$ cat src/rtl/riscv_core_pkg.sv
// Shared core definitions: CSR address map and CSR operation encoding.
// Latency: n/a (constants and pure functions only).
// Backpressure: n/a.
package riscv_core_pkg;

    localparam logic [11:0] MCYCLE_ADDR        = 12'hB00;
    localparam logic [11:0] MINSTRET_ADDR      = 12'hB02;
    localparam logic [11:0] MCYCLEH_ADDR       = 12'hB80;
    localparam logic [11:0] MINSTRETH_ADDR     = 12'hB82;
    localparam logic [11:0] MCOUNTINHIBIT_ADDR = 12'h320;
    localparam logic [11:0] MHPMEVENT3_ADDR    = 12'h323;
    localparam logic [11:0] MHPMCOUNTER3_ADDR  = 12'hB03;
    localparam logic [11:0] MHPMCOUNTER3H_ADDR = 12'hB83;

    // Event selector width inside mhpmeventN.
    localparam int unsigned HPM_SEL_W = 8;

    typedef enum logic [2:0] {
        CSR_OP_NONE = 3'b000,
        CSR_OP_RW   = 3'b001,
        CSR_OP_RS   = 3'b010,
        CSR_OP_RC   = 3'b011
    } csr_op_e;

    // True for the operations that modify a CSR.
    function automatic logic csr_op_is_write(input logic [2:0] op);
        return (op == CSR_OP_RW) || (op == CSR_OP_RS) || (op == CSR_OP_RC);
    endfunction

    // New CSR value produced by an operation on the current value.
    function automatic logic [31:0] csr_apply(input logic [2:0]  op,
                                              input logic [31:0] old_val,
                                              input logic [31:0] wdata);
        logic [31:0] res;
        case (op)
            CSR_OP_RW: res = wdata;
            CSR_OP_RS: res = old_val | wdata;
            CSR_OP_RC: res = old_val & ~wdata;
            default:   res = old_val;
        endcase
        return res;
    endfunction

endpackage

$ cat src/rtl/hpm_counter.sv
// One performance counter slice: split 32-bit lo/hi software writes plus a +1 increment.
// Latency: value updates on the clock edge after a write/increment; wrap_o is combinational.
// Backpressure: none; a software write in the same cycle overrides the increment.
module hpm_counter #(
    parameter int unsigned CNT_WIDTH = 64
) (
    input  logic                 clk_i,
    input  logic                 rst_ni,
    input  logic                 wr_lo_i,
    input  logic                 wr_hi_i,
    input  logic [31:0]          wdata_i,
    input  logic                 inc_i,
    output logic [CNT_WIDTH-1:0] cnt_o,
    output logic                 wrap_o
);

    logic [CNT_WIDTH-1:0] cnt_q, cnt_d;

    // Next value: software write wins, otherwise optional increment.
    always_comb begin
        cnt_d = cnt_q;
        if (wr_lo_i) begin
            cnt_d[31:0] = wdata_i;
        end else if (wr_hi_i) begin
            cnt_d[CNT_WIDTH-1:32] = wdata_i[CNT_WIDTH-33:0];
        end else if (inc_i) begin
            cnt_d = cnt_q + CNT_WIDTH'(1);
        end
    end

    // Counter register.
    always_ff @(posedge clk_i or negedge rst_ni) begin
        if (!rst_ni) begin
            cnt_q <= '0;
        end else begin
            cnt_q <= cnt_d;
        end
    end

    // A wrap only happens through a real increment, never through a write.
    assign wrap_o = inc_i & ~wr_lo_i & ~wr_hi_i & (&cnt_q);
    assign cnt_o  = cnt_q;

endmodule

$ cat src/rtl/csr_hpm_unit.sv
// Machine counter CSRs: mcycle, minstret, mhpmcounters, mhpmevents, mcountinhibit, overflow irq.
// Latency: reads combinational; writes/increments land next edge; ovf_irq_o one cycle after OF/OVIE.
// Backpressure: none; CSR accesses always complete in the cycle they are presented.
module csr_hpm_unit
    import riscv_core_pkg::*;
#(
    parameter int unsigned NUM_HPM    = 4,
    parameter int unsigned NUM_EVENTS = 8,
    parameter int unsigned CNT_WIDTH  = 64
) (
    input  logic                  clk_i,
    input  logic                  rst_ni,
    input  logic [11:0]           csr_addr_i,
    input  logic [2:0]            csr_op_i,
    input  logic                  write_en_i,
    input  logic [31:0]           wdata_i,
    output logic [31:0]           rdata_o,
    output logic                  addr_hit_o,
    input  logic                  instret_i,
    input  logic [NUM_EVENTS-1:0] event_i,
    output logic                  ovf_irq_o
);

    // Slice k: 0 = mcycle, 1 = minstret, 2.. = mhpmcounter3..
    localparam int unsigned NUM_CNT = NUM_HPM + 2;
    // CSR index space 0..NUM_CSR-1 (index 1 is the unimplemented time slot).
    localparam int unsigned NUM_CSR = NUM_HPM + 3;
    localparam int unsigned HI_W    = CNT_WIDTH - 32;
    localparam logic [NUM_CSR-1:0] INH_MASK = {{(NUM_CSR-2){1'b1}}, 2'b01};

    // CSR index (low address bits) of counter slice k.
    function automatic logic [4:0] cnt_csr_idx(input int k);
        return (k == 0) ? 5'd0 : 5'(k + 1);
    endfunction

    logic [CNT_WIDTH-1:0]  cnt_val [NUM_CNT];
    logic [NUM_CNT-1:0]    wr_lo, wr_hi, inc, wrap;
    logic [NUM_CSR-1:0]    inhibit_q, inhibit_d;
    logic [HPM_SEL_W-1:0]  sel_q [NUM_HPM];
    logic [HPM_SEL_W-1:0]  sel_d [NUM_HPM];
    logic [NUM_HPM-1:0]    ovie_q, ovie_d, of_q, of_d;
    logic                  irq_q, irq_d;

    logic [4:0]            idx;
    logic                  idx_hpm, idx_cnt;
    logic                  is_lo, is_hi, is_inh, is_evt, addr_hit, wr_fire;
    logic [CNT_WIDTH-1:0]  cnt_sel;
    logic [31:0]           hi_val, evt_val, rdata, wval;
    logic                  unused_wrap;

    assign idx = csr_addr_i[4:0];

    // Address decode and read mux, all from current register state.
    always_comb begin
        idx_hpm = (idx >= 5'd3) && ({27'd0, idx} < NUM_CSR);
        idx_cnt = (idx == 5'd0) || (idx == 5'd2) || idx_hpm;
        is_lo   = (csr_addr_i[11:5] == MHPMCOUNTER3_ADDR[11:5]) && idx_cnt;
        is_hi   = (csr_addr_i[11:5] == MHPMCOUNTER3H_ADDR[11:5]) && idx_cnt;
        is_inh  = (csr_addr_i == MCOUNTINHIBIT_ADDR);
        is_evt  = (csr_addr_i[11:5] == MHPMEVENT3_ADDR[11:5]) && idx_hpm;
        addr_hit = is_lo | is_hi | is_inh | is_evt;

        cnt_sel = '0;
        for (int k = 0; k < NUM_CNT; k++) begin
            if (idx == cnt_csr_idx(k)) cnt_sel = cnt_val[k];
        end
        hi_val = '0;
        hi_val[HI_W-1:0] = cnt_sel[CNT_WIDTH-1:32];

        evt_val = '0;
        for (int j = 0; j < NUM_HPM; j++) begin
            if (idx == 5'(j + 3)) evt_val = {of_q[j], ovie_q[j], 22'd0, sel_q[j]};
        end

        if (is_lo)       rdata = cnt_sel[31:0];
        else if (is_hi)  rdata = hi_val;
        else if (is_inh) rdata = 32'(inhibit_q);
        else if (is_evt) rdata = evt_val;
        else             rdata = '0;

        wr_fire = write_en_i && addr_hit && csr_op_is_write(csr_op_i);
        wval    = csr_apply(csr_op_i, rdata, wdata_i);
    end

    assign rdata_o    = rdata;
    assign addr_hit_o = addr_hit;

    // Per-slice write strobes and increment enables (inhibit sampled before any write).
    always_comb begin
        for (int k = 0; k < NUM_CNT; k++) begin
            wr_lo[k] = wr_fire && is_lo && (idx == cnt_csr_idx(k));
            wr_hi[k] = wr_fire && is_hi && (idx == cnt_csr_idx(k));
        end
        inc    = '0;
        inc[0] = ~inhibit_q[0];
        inc[1] = instret_i & ~inhibit_q[2];
        for (int j = 0; j < NUM_HPM; j++) begin
            logic ev_hit;
            ev_hit = 1'b0;
            for (int e = 0; e < NUM_EVENTS; e++) begin
                if ((sel_q[j] == HPM_SEL_W'(e + 1)) && event_i[e]) ev_hit = 1'b1;
            end
            inc[j+2] = ev_hit & ~inhibit_q[j+3];
        end
    end

    for (genvar k = 0; k < NUM_CNT; k++) begin : g_cnt
        hpm_counter #(
            .CNT_WIDTH (CNT_WIDTH)
        ) u_cnt (
            .clk_i   (clk_i),
            .rst_ni  (rst_ni),
            .wr_lo_i (wr_lo[k]),
            .wr_hi_i (wr_hi[k]),
            .wdata_i (wval),
            .inc_i   (inc[k]),
            .cnt_o   (cnt_val[k]),
            .wrap_o  (wrap[k])
        );
    end

    // mcycle/minstret wraps have no overflow flag attached.
    assign unused_wrap = ^wrap[1:0];

    // Next state for inhibit, event selectors and flags; a hardware wrap beats a clearing write.
    always_comb begin
        inhibit_d = inhibit_q;
        if (wr_fire && is_inh) inhibit_d = wval[NUM_CSR-1:0] & INH_MASK;
        for (int j = 0; j < NUM_HPM; j++) begin
            sel_d[j]  = sel_q[j];
            ovie_d[j] = ovie_q[j];
            of_d[j]   = of_q[j];
            if (wr_fire && is_evt && (idx == 5'(j + 3))) begin
                sel_d[j]  = wval[HPM_SEL_W-1:0];
                ovie_d[j] = wval[30];
                of_d[j]   = wval[31];
            end
            if (wrap[j+2]) of_d[j] = 1'b1;
        end
        irq_d = |(of_q & ovie_q);
    end

    // Control register state.
    always_ff @(posedge clk_i or negedge rst_ni) begin
        if (!rst_ni) begin
            inhibit_q <= '0;
            ovie_q    <= '0;
            of_q      <= '0;
            irq_q     <= 1'b0;
            for (int j = 0; j < NUM_HPM; j++) sel_q[j] <= '0;
        end else begin
            inhibit_q <= inhibit_d;
            ovie_q    <= ovie_d;
            of_q      <= of_d;
            irq_q     <= irq_d;
            for (int j = 0; j < NUM_HPM; j++) sel_q[j] <= sel_d[j];
        end
    end

    assign ovf_irq_o = irq_q;

endmodule

$ cat config.mk
export PLATFORM = sky130hd
export DESIGN_NAME = csr_hpm_unit
export DESIGN_NICKNAME = d
export VERILOG_FILES = /design/src/rtl/riscv_core_pkg.sv /design/src/rtl/hpm_counter.sv /design/src/rtl/csr_hpm_unit.sv
export SDC_FILE = /design/constraint.sdc
export NUM_CORES = 2
export LEC_CHECK = 0
export ABC_AREA = 0
export BUFFER_PORTS_ARGS = -buffer_cell sky130_fd_sc_hd__buf_2
export CAP_MARGIN = 20
export CORE_UTILIZATION = 30
export DETAILED_ROUTE_END_ITERATION = 10
export HOLD_SLACK_MARGIN = 0.03
export SLEW_MARGIN = 5
export SYNTH_ARGS = -nofsm -noshare
export SYNTH_HDL_FRONTEND = slang
export SYNTH_SLANG_ARGS = --single-unit
export TNS_END_PERCENT = 10
$ cat constraint.sdc
create_clock -name clk_i -period 4.1 [get_ports clk_i]
set_input_delay 0 -clock clk_i [delete_from_list [all_inputs] [get_ports clk_i]]
set_output_delay 0 -clock clk_i [all_outputs]
set_load 0.02 [all_outputs]
==> metrics.cfg <==
[outcome]
status=finished, final reports clean

[timing]
grt_setup_unrepaired=false
fin_crit_ns=3.634
finalCritPeriodShare_pct=88.64
slew_violations=0
max_slew_margin_pct=18.28
fmax_mhz=275.2
worstMarginPinSlew_ns=1.224
finalSetupViolCount=0
finalSetupTns_ns=0
finClkSkew_ns=0.02110
hold_violations=0

[power]
ir_drop_uv=393.9
combPwrFrac_pct=10.8
p_int_uw=7357
p_leak_uw=0.01466
powerDensity_nw_per_um2=283.6
p_sw_share_pct=29.30
switching_power_uw=3049
pwr-share-clk_pct=46.1
power_frac_seq_pct=43.2

[setup_path]
cp_common_cell=nand4_1
cpMaxStageDelayCell=or4_1
path_buf_inv=0
r2r_setup_slack_ns=0.47
crit_path_end_kind=register
cp_max_fo=5
crit_type=register to register
r2r-end=of_q[1]
endpoint=of_q[1]
worst-path-stages=7
slowest_delay_ns=0.78
crit_chain=nand4_1 > nor4_1 > nand4_1 > or4_1 > nor3_1 > a21oi_1 > o21ai_0
crit_path_start=g_cnt[3].u_cnt.cnt_o[18]
cp.required_ns=4.65
rr_worst_depth=7
critPathTopFamily=simple AND/OR/NAND/NOR gates
critPathLaunchType=register
rr_startpoint=g_cnt[3].u_cnt.cnt_o[18]
arrival_ns=4.18

[die]
row_count=118
fp.dieW_microns=327.2
core_area_sq_um=104200
ios=93
fp.dieH_microns=327.2
start_util_pct=30.44
dieArea_sq_um=107100

[layout]
mostFrequentLayoutCells=dfrtp_1, nand2_1, nand3_1, nor2_1, o21ai_0
final_common_cell=dfrtp_1
postLayoutCoreUtil_pct=35.20
fin_nets=4021
fill_cells=10980
syn_to_final_growth_pct=15.62
drive_gt1_share_pct=14.12
fin_area_sq_um=36690

[global_routing]
antenna_found_initial=13
gr-total-overflow=0
grt_use_total_pct=32.35
grt_max_degree=102
grt_pass1_wl_microns=249000
grt_pass1_vias=32170

[synthesis]
synthesis.nets=3891
synth_flop_cell=dfrtp_1
yosys_register_bits=431
netlist_instances=3826
synth_area_sq_um=31730
async_reset_ff_share_pct=100.0
synth-compound-area-share_pct=23.93
synth_mux_area_share_pct=4.661
synthDistinctLibCells=117
synth_edf_count=0
synth_xor_area_share_pct=5.157
synthAdderAreaFrac_pct=0.2366
yosys.area_share.simple_pct=26.89
synth_top_family_by_area=simple AND/OR/NAND/NOR gates
ys_warn_count=0
syn_area_per_cell_sq_um=8.294
yosysSeqAreaShare_pct=33.99

[cts]
cts_tree=built
cts_buffers=53
cts-root-buf=clkbuf_16
clock_sinks=431
clockBufferDepth=3
clkTransAtPathRegs_ns=0.07
clk_latency_ns=0.66
post_cts_resized=0
htree_levels=2

[drt]
wirelength_microns=179200
drt_iter0_markers=6267
via_per_inst=6.730
drc_errors=0
wl_per_cell_microns=33.32
ant_nets=0
first_pass_iters=9
vias=36190

[place]
gp_congestion=1.109
placed_cell_area_sq_um=34810
dp_hpwl_microns=136300
io_buffers=92

[worst_hold_path]
hold_path_class=input port to register

[job]
drv_cap=0

-- kinds of logic (layout without fill, tap and decap cells) --
family,count (synthesis),count (layout)
simple gates,1597,1597
compound gates,1107,1107
flops,431,431
buf+inv,359,526
xor+xnor,186,186
mux,140,140
fa+ha+maj,6,6
other cells,0,4
-- cells in the mapped netlist, types with 18 or more instances --
cell	instances	area, sq um
dfrtp_1	431	10790
nand2_1	324	1216
nand3_1	249	1246
nor2_1	248	930.9
o21ai_0	237	1186
a21oi_1	203	1016
clkbuf_1	148	555.5
nor3_1	147	735.7
nand4_1	130	813.3
and3_1	124	775.7
xnor2_1	118	1033
mux2i_1	114	1141
buf_2	91	455.4
o21ai_1	86	430.4
inv_1	76	285.3
nor4_1	76	475.5
xor2_1	67	586.8
a221oi_1	58	508.0
a31oi_1	51	319.1
a22oi_1	48	360.4
o22ai_1	41	256.5
o211ai_1	39	292.8
or3_1	38	237.7
and4_1	36	315.3
a211oi_1	35	262.8
or4_1	35	262.8
and2_1	34	212.7
o221ai_1	29	254.0
buf_4	26	195.2
nand2b_1	22	137.6
nor2b_1	21	131.4
mux2_2	20	225.2
o31ai_1	18	135.1
-- power groups by stage --
stage / Clock [uW] / Combinational (uW) / Sequential, uW
floorplan: 0 / 503 / 4490
global placement: 0 / 1040 / 4560
detailed placement: 0 / 1050 / 4560
CTS: 4820 / 1070 / 4490
global route: 4950 / 1150 / 4490
finish: 4790 / 1120 / 4490
-- metal layers --
metal / global-route usage (%) / vias up / wire [microns]
met1: 43.68 / 17620 / 69650
met2: 46.67 / 2999 / 73270
li1: - / 14930 / -
met5: 0 / - / 33
met3: 8.308 / 627 / 23540
met4: 18.22 / 6 / 12670
-- repair_timing --
item | CTS | global route
buffers inserted | 0 | 0
hold buffers | 17 | 0
setup endpoints to repair | 0 | 0
endpoints found under the hold margin | 260 | 0
-- layout make-up --
class | count | area [sq um] | area share [%]
Inverter | 78 | 292.8 | 0.7980
Timing Repair Buffer | 356 | 2675 | 7.291
Tap cell | 1380 | 1727 | 4.706
Multi-Input combinational cell | 3036 | 19530 | 53.22
Sequential cell | 431 | 10790 | 29.40
Clock inverter | 15 | 176.4 | 0.4808
Antenna cell | 4 | 10.01 | 0.02728
Clock buffer | 77 | 1496 | 4.079
-- metrics by stage --
step	cells	setup slack (ns)	hold slack (ns)	power [uW]
2_1_floorplan	3826	1.456	-0.2956	4992
3_3_place_gp	5261	0.3523	0.07699	5598
3_5_place_dp	5263	0.4850	0.07602	5611
4_1_cts	5372	0.7034	0.03896	10370
5_1_grt	5373	0.5020	0.07318	10600
6_report	5377	0.4656	0.07047	10410
-- worst min-delay path: stages --
cell and delay, ns:
buf_2 0.17, nand2_1 0.07, nand2_1 0.18, o31ai_1 0.12
a21oi_1 0.14
-- registers in the layout (all words and copies together), names as in the netlist --
signal             flops
g_cnt.u_cnt.cnt_o    384
sel_q                 32
inhibit_q              6
of_q                   4
ovie_q                 4
ovf_irq_o              1
-- worst min-delay path by stage --
| stage | from | to | slack (ns) | depth (start not counted) |
|---|---|---|---|---|
| 6_report | wdata_i[30] | g_cnt[1].u_cnt.cnt_o[62] | 0.07 | 5 |
| 5_1_grt | wdata_i[14] | g_cnt[4].u_cnt.cnt_o[46] | 0.07 | 4 |
| 4_1_cts | wdata_i[4] | g_cnt[1].u_cnt.cnt_o[36] | 0.04 | 6 |
| 3_5_place_dp | rst_ni | g_cnt[1].u_cnt.cnt_o[55] | 0.08 | 1 |
| 3_3_place_gp | rst_ni | g_cnt[1].u_cnt.cnt_o[55] | 0.08 | 1 |
| 2_1_floorplan | rst_ni | g_cnt[0].u_cnt.cnt_o[0] | -0.30 | 0 |
No activity file was read; power rests on OpenSTA's default activity.
